`config.mk`:
```
export PLATFORM = sky130hd
export DESIGN_NAME = mem_arbiter
export DESIGN_NICKNAME = d
export VERILOG_FILES = /design/src/rtl/mem_arbiter.sv
export SDC_FILE = /design/constraint.sdc
export NUM_CORES = 1
export LEC_CHECK = 0
export ABC_AREA = 1
export BUFFER_PORTS_ARGS = -buffer_cell sky130_fd_sc_hd__buf_4
export CELL_PAD_IN_SITES_DETAIL_PLACEMENT = 1
export CELL_PAD_IN_SITES_GLOBAL_PLACEMENT = 1
export CORE_MARGIN = 5
export CORE_UTILIZATION = 30
export CTS_CLUSTER_SIZE = 25
export DETAILED_ROUTE_END_ITERATION = 6
export PLACE_DENSITY_LB_ADDON = 0.1
export SETUP_SLACK_MARGIN = 0.3
export SLEW_MARGIN = 20
export SYNTH_ARGS = -nofsm -noshare
export SYNTH_HDL_FRONTEND = slang
export SYNTH_SLANG_ARGS = --single-unit
export TNS_END_PERCENT = 10
```
`constraint.sdc`:
```
create_clock -name clk -period 1.1 [get_ports clk]
set_input_delay 0.055 -clock clk [delete_from_list [all_inputs] [get_ports clk]]
set_output_delay 0.055 -clock clk [all_outputs]
set_load 0.02 [all_outputs]
```
`src/rtl/mem_arbiter.sv`:
```
// mem_arbiter: shares one single-port memory between the instruction-fetch
// port and the load/store data port. Round-robin arbitration, one
// outstanding transaction, response routed back to the winner.
//
// Optional build macro: MEM_ARB_TIMEOUT_EN adds a read-response timeout
// (TIMEOUT_CYCLES WAIT cycles) and the bus_err output.
//
// Ports:
//   clk, rst          clock (rising edge), asynchronous active-low reset
//   if_req/if_addr    fetch request, held until if_gnt
//   if_gnt            one-cycle grant pulse for fetch
//   if_rvalid/if_rdata fetch response
//   d_req/d_we/d_addr/d_wdata/d_be  data request payload, held until d_gnt
//   d_gnt             one-cycle grant pulse for data
//   d_rvalid/d_rdata  load response
//   mem_req/mem_we/mem_addr/mem_wdata/mem_be  memory request (registered)
//   mem_ready         memory accepts the request on this edge
//   mem_rvalid/mem_rdata  memory read response
//   bus_err           read timeout pulse (MEM_ARB_TIMEOUT_EN only)
module mem_arbiter #(
  parameter int unsigned ADDRESS_WIDTH  = 32,
  parameter int unsigned DATA_WIDTH     = 32,
  parameter int unsigned TIMEOUT_CYCLES = 16
) (
  input  logic                      clk,
  input  logic                      rst,
  input  logic                      if_req,
  input  logic [ADDRESS_WIDTH-1:0]  if_addr,
  output logic                      if_gnt,
  output logic                      if_rvalid,
  output logic [DATA_WIDTH-1:0]     if_rdata,
  input  logic                      d_req,
  input  logic                      d_we,
  input  logic [ADDRESS_WIDTH-1:0]  d_addr,
  input  logic [DATA_WIDTH-1:0]     d_wdata,
  input  logic [DATA_WIDTH/8-1:0]   d_be,
  output logic                      d_gnt,
  output logic                      d_rvalid,
  output logic [DATA_WIDTH-1:0]     d_rdata,
  output logic                      mem_req,
  output logic                      mem_we,
  output logic [ADDRESS_WIDTH-1:0]  mem_addr,
  output logic [DATA_WIDTH-1:0]     mem_wdata,
  output logic [DATA_WIDTH/8-1:0]   mem_be,
  input  logic                      mem_ready,
  input  logic                      mem_rvalid,
  input  logic [DATA_WIDTH-1:0]     mem_rdata
`ifdef MEM_ARB_TIMEOUT_EN
  ,
  output logic                      bus_err
`endif
);

  localparam int unsigned BE_WIDTH = DATA_WIDTH / 8;

  typedef enum logic [1:0] {
    ST_IDLE  = 2'd0,
    ST_ISSUE = 2'd1,
    ST_WAIT  = 2'd2
  } state_t;

  typedef enum logic {
    OWN_FETCH = 1'b0,
    OWN_DATA  = 1'b1
  } owner_t;

  state_t                     state_q, state_d;
  owner_t                     owner_q, owner_d;
  owner_t                     last_q, last_d;
  logic                       pick_data;
  logic                       mem_req_d, mem_we_d;
  logic [ADDRESS_WIDTH-1:0]   mem_addr_d;
  logic [DATA_WIDTH-1:0]      mem_wdata_d;
  logic [BE_WIDTH-1:0]        mem_be_d;
  logic                       if_gnt_d, d_gnt_d;
  logic                       if_rvalid_d, d_rvalid_d;
  logic [DATA_WIDTH-1:0]      if_rdata_d, d_rdata_d;

`ifdef MEM_ARB_TIMEOUT_EN
  localparam int unsigned CNT_WIDTH = $clog2(TIMEOUT_CYCLES + 1);
  logic [CNT_WIDTH-1:0]       cnt_q, cnt_d;
  logic                       bus_err_d;
`endif

  // Next-state, payload latch, grant and response routing
  always_comb begin
    state_d     = state_q;
    owner_d     = owner_q;
    last_d      = last_q;
    pick_data   = 1'b0;
    mem_req_d   = 1'b0;
    mem_we_d    = mem_we;
    mem_addr_d  = mem_addr;
    mem_wdata_d = mem_wdata;
    mem_be_d    = mem_be;
    if_gnt_d    = 1'b0;
    d_gnt_d     = 1'b0;
    if_rvalid_d = 1'b0;
    d_rvalid_d  = 1'b0;
    if_rdata_d  = if_rdata;
    d_rdata_d   = d_rdata;
`ifdef MEM_ARB_TIMEOUT_EN
    cnt_d       = cnt_q;
    bus_err_d   = 1'b0;
`endif

    unique case (state_q)
      ST_IDLE: begin
        // Data wins alone, or on a tie when fetch owned the last slot
        pick_data = d_req && (!if_req || (last_q == OWN_FETCH));
        if (pick_data) begin
          state_d     = ST_ISSUE;
          owner_d     = OWN_DATA;
          last_d      = OWN_DATA;
          d_gnt_d     = 1'b1;
          mem_req_d   = 1'b1;
          mem_we_d    = d_we;
          mem_addr_d  = d_addr;
          mem_wdata_d = d_wdata;
          mem_be_d    = d_be;
        end else if (if_req) begin
          state_d     = ST_ISSUE;
          owner_d     = OWN_FETCH;
          last_d      = OWN_FETCH;
          if_gnt_d    = 1'b1;
          mem_req_d   = 1'b1;
          mem_we_d    = 1'b0;
          mem_addr_d  = if_addr;
          mem_wdata_d = '0;
          mem_be_d    = '1;
        end
      end

      ST_ISSUE: begin
        mem_req_d = 1'b1;
        if (mem_ready) begin
          mem_req_d = 1'b0;
          // Stores complete on acceptance; reads wait for data
          state_d   = mem_we ? ST_IDLE : ST_WAIT;
`ifdef MEM_ARB_TIMEOUT_EN
          cnt_d     = '0;
`endif
        end
      end

      ST_WAIT: begin
        if (mem_rvalid) begin
          state_d = ST_IDLE;
          if (owner_q == OWN_DATA) begin
            d_rvalid_d = 1'b1;
            d_rdata_d  = mem_rdata;
          end else begin
            if_rvalid_d = 1'b1;
            if_rdata_d  = mem_rdata;
          end
`ifdef MEM_ARB_TIMEOUT_EN
          cnt_d = '0;
        end else if (cnt_q == CNT_WIDTH'(TIMEOUT_CYCLES - 1)) begin
          // Last permitted WAIT cycle passed without data: fail the read
          state_d   = ST_IDLE;
          cnt_d     = '0;
          bus_err_d = 1'b1;
          if (owner_q == OWN_DATA) begin
            d_rvalid_d = 1'b1;
            d_rdata_d  = '0;
          end else begin
            if_rvalid_d = 1'b1;
            if_rdata_d  = '0;
          end
        end else begin
          cnt_d = cnt_q + CNT_WIDTH'(1);
`endif
        end
      end

      default: state_d = ST_IDLE;
    endcase
  end

  // State and registered outputs
  always_ff @(posedge clk or negedge rst) begin
    if (!rst) begin
      state_q   <= ST_IDLE;
      owner_q   <= OWN_FETCH;
      last_q    <= OWN_FETCH;
      mem_req   <= 1'b0;
      mem_we    <= 1'b0;
      mem_addr  <= '0;
      mem_wdata <= '0;
      mem_be    <= '0;
      if_gnt    <= 1'b0;
      d_gnt     <= 1'b0;
      if_rvalid <= 1'b0;
      d_rvalid  <= 1'b0;
      if_rdata  <= '0;
      d_rdata   <= '0;
`ifdef MEM_ARB_TIMEOUT_EN
      cnt_q     <= '0;
      bus_err   <= 1'b0;
`endif
    end else begin
      state_q   <= state_d;
      owner_q   <= owner_d;
      last_q    <= last_d;
      mem_req   <= mem_req_d;
      mem_we    <= mem_we_d;
      mem_addr  <= mem_addr_d;
      mem_wdata <= mem_wdata_d;
      mem_be    <= mem_be_d;
      if_gnt    <= if_gnt_d;
      d_gnt     <= d_gnt_d;
      if_rvalid <= if_rvalid_d;
      d_rvalid  <= d_rvalid_d;
      if_rdata  <= if_rdata_d;
      d_rdata   <= d_rdata_d;
`ifdef MEM_ARB_TIMEOUT_EN
      cnt_q     <= cnt_d;
      bus_err   <= bus_err_d;
`endif
    end
  end

endmodule

```
Word-level counts from Yosys, hierarchy flattened
Cells that the tools add are included.
Widths: inputs -> output; s select.

word-level totals
  register bits after elaboration = 141
  latch bits = 0
  RAM bits = 0
  bits in read-only memories = 0
  output and inout bits = 138
  logic and storage cells = 57
  memories = 0

cells by class
  $add $sub $neg = 0
  $mul = 0
  div/mod/pow operators = 0
  order comparisons = 0
  equal/unequal tests = 5
  shift-type cells = 0
  muxes and demuxes = 29
  bitwise operators = 1
  reductions and logical operators = 9

operators with widths
  cell                count
  $mux 32             4
  $mux 1              16
  $mux 2              5
  $reduce_and 3->1    3
  $mux 4              2
  $pmux 2 s3          1
  $ne 2x2->1 const B  2
  $ne 3x3->1 const B  1
  $eq 2x1->1 const B  1
  $eq 2x2->1 const B  1
  $logic_not 2->1     1
  $pmux 1 s2          1
  $reduce_and 2->1    1
  $reduce_bool 2->1   1
  $logic_and 1x1->1   1
  $logic_not 1->1     1
  $logic_or 1x1->1    1
  $not 1->1           1

Logic depth before layout (Yosys ltp)
Gate-level depths: netlist of the first run.

  word-level depth = 5
  gate-level depth with buffers = 8
  gate-level depth less buffers = 6

Least setup slack after synthesis of the first run
Ideal clock, no wire load.

  kind = register to register
  start point = register last_q
  end point = register mem_be[0]
  setup time = 0.119 ns
  data arrival time = 1.064 ns
  required time = 0.981 ns
  setup slack = -0.082 ns
  stages on the path, launching flop included = 7
  buffers on the path = 2
  clock period less this slack = 1.182 ns
  path through = dfrtp_1 -> nand2_2 -> nand2_2 -> buf_4 -> buf_4 -> o21ai_1 -> nand2_1

on the way
  longest elaborated chain between the ends = 5
  elaborated cells between the ends (all ways) = 6

ends and longest elaborated chain
  element                             RTL line  text
  start: declaration                  69        owner_t last_q, last_d;
  start signal: assignment            204       last_q <= last_d;
  $not 1->1 (no source line) *        --
  $logic_or 1x1->1 *                  110       pick_data = d_req && (!if_req || (last_q == OWN_FETCH));
  $logic_and 1x1->1 *                 110
  $reduce_bool 2->1 (no source line)  --
  $reduce_and 2->1 (no source line)   --
  end signal: assignment              209       mem_be <= mem_be_d;
  end: declaration                    44        output logic [DATA_WIDTH/8-1:0] mem_be,

Mark *: on every way between the ends. The rest lies on a longest branch, timed or not.
A chain may end at the register's enable or synchronous reset.

==> results.py, run 1 <==
metrics = {
    "drt": {
        "drtPass1Iterations": 4,
        "vias": 6318,
        "viasPerCell": 4.481,
        "wl_um": 24500,
        "drc": 0,
        "ant_nets": 0,
        "drt_iter0_markers": 192,
        "wl_per_cell_um": 17.38,
    },
    "setup_path": {
        "path_cells": "buf_6 -> nor2_4 -> nand2_4 -> clkbuf_16 -> o21ai_1",
        "crit_path_start": "last_q",
        "cp.required_ns": 1.43,
        "path_max_fanout": 22,
        "crit_path_start_kind": "flip-flop",
        "worst-path-buf-inv": 2,
        "r2r_start": "last_q",
        "endpoint_kind": "flip-flop",
        "timing_worst_setup_path_type": "reg -> reg",
        "critical_path.top_delay_family": "flip-flops",
        "arrival_ns": 1.56,
        "slowest_stage": "dfrtp_1",
        "crit_path_max_incr_delay_ns": 0.41,
    },
    "sta": {
        "fmax_ghz": 0.8171,
        "final.setup_skew_ns": 0.01309,
        "fin_ws_ns": -0.1238,
        "tightest_slew_ns": 0.2653,
        "setup_viol": 137,
        "period_minus_slack_ns": 1.224,
        "finalCritPeriodShare_pct": 111.3,
        "final_max_slew_viol_count": 0,
        "tns_ns": -10.73,
        "rsz0062_at_grt": "true",
        "hold_viol_final": 0,
        "slew-limit-headroom_pct": 82.31,
    },
    "global_routing": {
        "grt_max_degree": 46,
        "grt_pass1_wl_um": 36310,
        "track_usage_pct": 20.57,
        "grt_pass1_vias": 6916,
        "antenna_found_initial": 0,
        "grt_overflow_total": 0,
    },
    "clock_network": {
        "cts.sinks": 141,
        "cts_inserted_buffers": 17,
        "clkSlewWorstSetupHoldPaths_ns": 0.07,
        "root_buffer": "clkbuf_16",
        "clkLatencyLatePin_ns": 0.42,
        "cts_tree": "done",
        "htreeDepth": 4,
        "cts.path.max_buffers": 2,
    },
    "logic_synthesis": {
        "synth.ff_latch_count": 141,
        "ys_types": 20,
        "synth_top_area_share_pct": 59.68,
        "ys_warn_count": 0,
        "synth_most_common_cell": "nand2_1",
        "synth-edff-count": 0,
        "synthesis.nets": 841,
        "yosys-top-cells-area": "dfrtp_1 60%, nand2_1 17%, inv_1 6.3%, nand3_1 5.4%, o21ai_1 5.0%",
        "synth_ff_type": "dfrtp_1",
        "syn_avg_cell_area_um2": 8.422,
        "yosys.area.top_type": "dfrtp_1",
        "syn_area_um2": 5912,
        "ys_async_sr_fraction_pct": 100.0,
        "synthTopCellsByCount": "271 x nand2_1, 141 x dfrtp_1, 99 x inv_1",
        "synth_seq_area_share_pct": 59.68,
        "synth_cells": 702,
    },
    "status": {
        "run_status": "complete, but fails checks",
        "violations": "setup timing",
    },
    "die": {
        "io_pins": 277,
        "core_um2": 19460,
        "start_util_pct": 30.38,
        "placementRows": 51,
        "die_w_um": 150.4,
        "die_h_um": 150.4,
        "dieArea_um2": 22610,
    },
    "placed_design": {
        "placedCellCount": 1225,
        "port_buffers": 276,
        "dp_hpwl_um": 14270,
        "place_congestion": 0.7571,
    },
    "layout": {
        "final_cell_count_no_fill": 1410,
        "diodes": 0,
        "syn_to_final_growth_pct": 89.54,
        "finish.net_count": 1271,
        "final_util_pct": 57.58,
        "drive_gt1_share_pct": 34.85,
    },
    "power_and_ir_drop": {
        "powerDensity_nw_per_um2": 2704,
        "ir_drop_uv": 1241,
        "leakage_nw": 6.018,
    },
    "run": {
        "drv_cap": 0,
    },
    "min_path": {
        "hp-class": "in -> async",
    },
}
## metal layers
metal  vias up  share of wire, %  wire length, um  GRT usage, %
met2       214                52            12820         36.49
met3        66               6.4             1580         5.629
met1      3037                37             9151         23.03
li1       3001                 -                -             -
met5         -                 0                0             0
met4         0               3.9              952         9.103
## final cells by class
cell class | count | area [um2]
Clock inverter | 14 | 122.6
Inverter | 102 | 385.4
Fill cell | 2175 | 8257
Multi-Input combinational cell | 420 | 1946
Clock buffer | 18 | 439.2
Timing Repair Buffer | 450 | 4453
Tap cell | 265 | 331.6
Sequential cell | 141 | 3528
## flip-flops by register name (all words and copies together), names as in the netlist, 2 cells and up
register and count:
mem_be 4, mem_wdata 32, d_rdata 32, if_rdata 32, mem_addr 32, state_q 2
## final timing paths
path                       cells past startpoint      endpoint  slack, ns
setup / recovery                               5   if_rdata[4]      -0.12
hold / removal                                 2   d_rdata[31]       0.06
setup reg to reg                               5   if_rdata[4]      -0.12
hold reg to reg                                2  mem_addr[12]       0.48
max in group asynchronous                      3  mem_addr[17]       0.49
min in group clk                               3        if_gnt       0.19
## kinds of logic after synthesis
kind of cell,after synthesis,synth area share [%]
AO/OA/AOI/OAI,71,6.011
flip-flops,141,59.68
AND/OR/NAND/NOR,349,24.19
buffers and inverters,141,10.12
## stage by stage
stage	instance area (um2)	hold WS [ns]	setup slack (ns)	power, mW
floorplan	5924	-0.2406	-0.06286	15.61
global placement	8419	-0.07071	-0.09889	21.61
detailed placement	8419	-0.06983	-0.1287	21.88
CTS	10820	-0.06398	-0.1066	29.42
global route	11210	0.05493	-0.2092	32.08
finish	11210	0.05872	-0.1238	30.30
## what timing repair did
action / 4_1_cts / 5_1_grt
buffers inserted: 8 / 0
resized for setup: 99 / 70
endpoints found under the setup margin: 279 / 279
gates cloned: 2 / 6
pin swaps: 5 / 15
endpoints found under the hold margin: 277 / 1
hold buffers: 136 / 1
## worst reg2reg max path, cell delays in order, from the launching register on
cell and delay, ns:
dfrtp_1 0.41, buf_6 0.14, nor2_4 0.12, nand2_4 0.11, clkbuf_16 0.22, o21ai_1 0.16
## report_power, final
group	internal (mW)	total, mW	leakage [nW]	switching, mW
Sequential	7.67	9.45	1.77	1.78
Combinational	7.29	15.4	3.97	8.09
Clock	3.03	5.46	0.276	2.43
Total	18.0	30.3	6.02	12.3
## layout by cell type (no fill, tap or decap), types with 2 or more instances in the layout
| master | count |
|---|---|
| inv_1 | 97 |
| dlygate4sd3_1 | 137 |
| dfrtp_1 | 141 |
| buf_6 | 113 |
| o21ai_0 | 7 |
| nor2_4 | 4 |
| inv_2 | 4 |
| a21oi_1 | 2 |
| buf_12 | 12 |
| or2_1 | 2 |
| nand2_1 | 241 |
| clkinv_4 | 4 |
| o21ai_1 | 54 |
| nand2_4 | 6 |
| nand3_1 | 63 |
| inv_8 | 2 |
| clkbuf_16 | 23 |
| o21ai_2 | 8 |
| buf_4 | 179 |
| inv_6 | 6 |
| nor2_2 | 2 |
| nand2_2 | 27 |
Power figures use the tool's default switching activity.
==> run 2, diff against run 1 <==
--- a/config.mk
+++ b/config.mk
@@ -10,10 +10,11 @@
 export CELL_PAD_IN_SITES_DETAIL_PLACEMENT = 1
 export CELL_PAD_IN_SITES_GLOBAL_PLACEMENT = 1
 export CORE_MARGIN = 5
-export CORE_UTILIZATION = 30
+export CORE_UTILIZATION = 35
 export CTS_CLUSTER_SIZE = 25
 export DETAILED_ROUTE_END_ITERATION = 6
 export PLACE_DENSITY_LB_ADDON = 0.1
+export REMOVE_ABC_BUFFERS = 1
 export SETUP_SLACK_MARGIN = 0.3
 export SLEW_MARGIN = 20
 export SYNTH_ARGS = -nofsm -noshare
==> constraint.sdc (replaced) <==
create_clock -name clk -period 1.5 [get_ports clk]
set_input_delay 0.075 -clock clk [delete_from_list [all_inputs] [get_ports clk]]
set_output_delay 0.075 -clock clk [all_outputs]
set_load 0.02 [all_outputs]
==> results.py, run 2 (synthesis gave the netlist of run 1 again) <==
metrics = {
    "status": {
        "run_status": "completed",
    },
    "drt": {
        "drc": 0,
        "ant_nets": 0,
        "viasPerCell": 4.801,
        "vias": 6572,
        "drtPass1Iterations": 4,
        "wl_um": 27020,
        "drt_iter0_markers": 296,
        "wl_per_cell_um": 19.74,
    },
    "setup_path": {
        "rrSetupSlack_ns": 0.19,
        "endpoint_kind": "flip-flop",
        "regToRegEndpoint": "if_rdata[20]",
        "crit_path_start_kind": "flip-flop",
        "timing_worst_setup_path_type": "reg -> reg",
        "r2r_cells": 5,
        "cp.required_ns": 1.80,
        "path_max_fanout": 12,
        "arrival_ns": 1.61,
        "r2r_start": "last_q",
    },
    "die": {
        "dieArea_um2": 19590,
        "placementRows": 47,
        "die_w_um": 140.0,
        "start_util_pct": 35.65,
        "die_h_um": 140.0,
        "io_pins": 277,
        "core_um2": 16580,
    },
    "clock_network": {
        "cts_inserted_buffers": 17,
        "cts.path.max_buffers": 2,
        "htreeDepth": 4,
        "root_buffer": "clkbuf_16",
        "cts.sinks": 141,
        "clkSlewWorstSetupHoldPaths_ns": 0.06,
        "clkLatencyLatePin_ns": 0.42,
        "cts_tree": "done",
    },
    "sta": {
        "final_max_slew_viol_count": 0,
        "setup_viol": 0,
        "hold_ws_ns": 0.01598,
        "hold_viol_final": 0,
        "slew-limit-headroom_pct": 72.18,
        "rsz0062_at_grt": "true",
        "tightest_slew_ns": 0.4173,
        "period_minus_slack_ns": 1.308,
        "fmax_ghz": 0.7644,
        "fin_ws_ns": 0.1917,
        "final.setup_skew_ns": 0.009641,
        "finalCritPeriodShare_pct": 87.22,
    },
    "min_path": {
        "hold_depth": 5,
        "hp-class": "in -> reg",
        "hold_path_end": "mem_addr[18]",
        "worstHoldStart": "d_addr[18]",
    },
    "layout": {
        "syn_to_final_growth_pct": 82.31,
        "final_cell_count_no_fill": 1369,
        "fill_cells": 1907,
        "drive_gt1_share_pct": 32.90,
        "mostFrequentLayoutCell": "buf_4",
        "finish.net_count": 1272,
        "final_util_pct": 64.99,
        "layout_common_cells": "285 x buf_4, 257 x nand2_1, 141 x dfrtp_1",
    },
    "global_routing": {
        "track_usage_pct": 24.76,
        "grt_pass1_wl_um": 38540,
        "grt_pass1_vias": 7209,
        "grt_max_degree": 50,
        "antenna_found_initial": 3,
        "grt_overflow_total": 0,
    },
    "placed_design": {
        "dp_hpwl_um": 14180,
        "port_buffers": 276,
        "post-place-ws_ns": 0.09182,
        "placedCellCount": 1177,
        "place_congestion": 0.7664,
    },
    "power_and_ir_drop": {
        "ir_drop_uv": 1014,
        "leakage_nw": 5.936,
        "powerDensity_nw_per_um2": 2050,
    },
    "run": {
        "drv_cap": 0,
    },
}
## run 2: how the worst max path moves through the flow
| stage | slack (ns) | start | endpoint |
|---|---|---|---|
| global route | 0.13 | state_q[1] | d_rdata[24] |
| detailed placement | 0.09 | state_q[1] | mem_wdata[1] |
| CTS | 0.26 | state_q[0] | mem_wdata[1] |
| finish | 0.19 | last_q | if_rdata[20] |
| floorplan | -0.90 | state_q[0] | d_rdata[12] |
| global placement | 0.15 | state_q[1] | mem_wdata[1] |
## run 2: report_power, final
| part | leakage [nW] | total [mW] | internal, mW | switching [mW] |
|---|---|---|---|---|
| sequential | 1.77 | 6.79 | 5.62 | 1.17 |
| combinational | 3.87 | 10.9 | 4.69 | 6.20 |
| clock | 0.291 | 4.41 | 2.66 | 1.76 |
| total | 5.94 | 22.1 | 13.0 | 9.12 |
## run 2: metrics by stage
stage	total power [mW]	TNS [ns]	area, um2
after floorplan	11.15	-63.44	5697
after global placement	15.58	0	8273
after detailed placement	15.81	0	8273
after CTS	21.31	0	10440
after global routing	23.31	0	10780
final	22.09	0	10780
## run 2: layout make-up
class | instances | area (um2) | share of cell area [%]
Inverter | 102 | 390.4 | 3.622
Sequential cell | 141 | 3528 | 32.74
Tap cell | 220 | 275.3 | 2.554
Clock inverter | 14 | 183.9 | 1.707
Multi-Input combinational cell | 420 | 1841 | 17.08
Antenna cell | 3 | 7.507 | 0.06965
Timing Repair Buffer | 451 | 4123 | 38.25
Clock buffer | 18 | 429.2 | 3.982
## run 2: metal layers
layer | share of wire, % | global-route usage, % | up-vias
met5 | 0 | 0 | -
met4 | 3.5 | 10.66 | 0
met3 | 6.6 | 7.055 | 65
met2 | 53 | 43.48 | 252
met1 | 37 | 28.16 | 3242
li1 | - | - | 3013
## run 2: worst max-delay path: stages (launching register included)
cell	delay (ns)
dfrtp_1	0.42
nor2_1	0.23
nand2_4	0.17
clkbuf_16	0.22
nand2_1	0.08
o21ai_1	0.07
## run 2: timing repair
item | in CTS | in global routing
gates cloned | 4 | 11
hold buffers | 129 | 0
pin swaps | 3 | 13
hold endpoints to repair | 274 | 0
resized for setup | 21 | 23
setup buffers | 10 | 3
endpoints found under the setup margin | 87 | 136
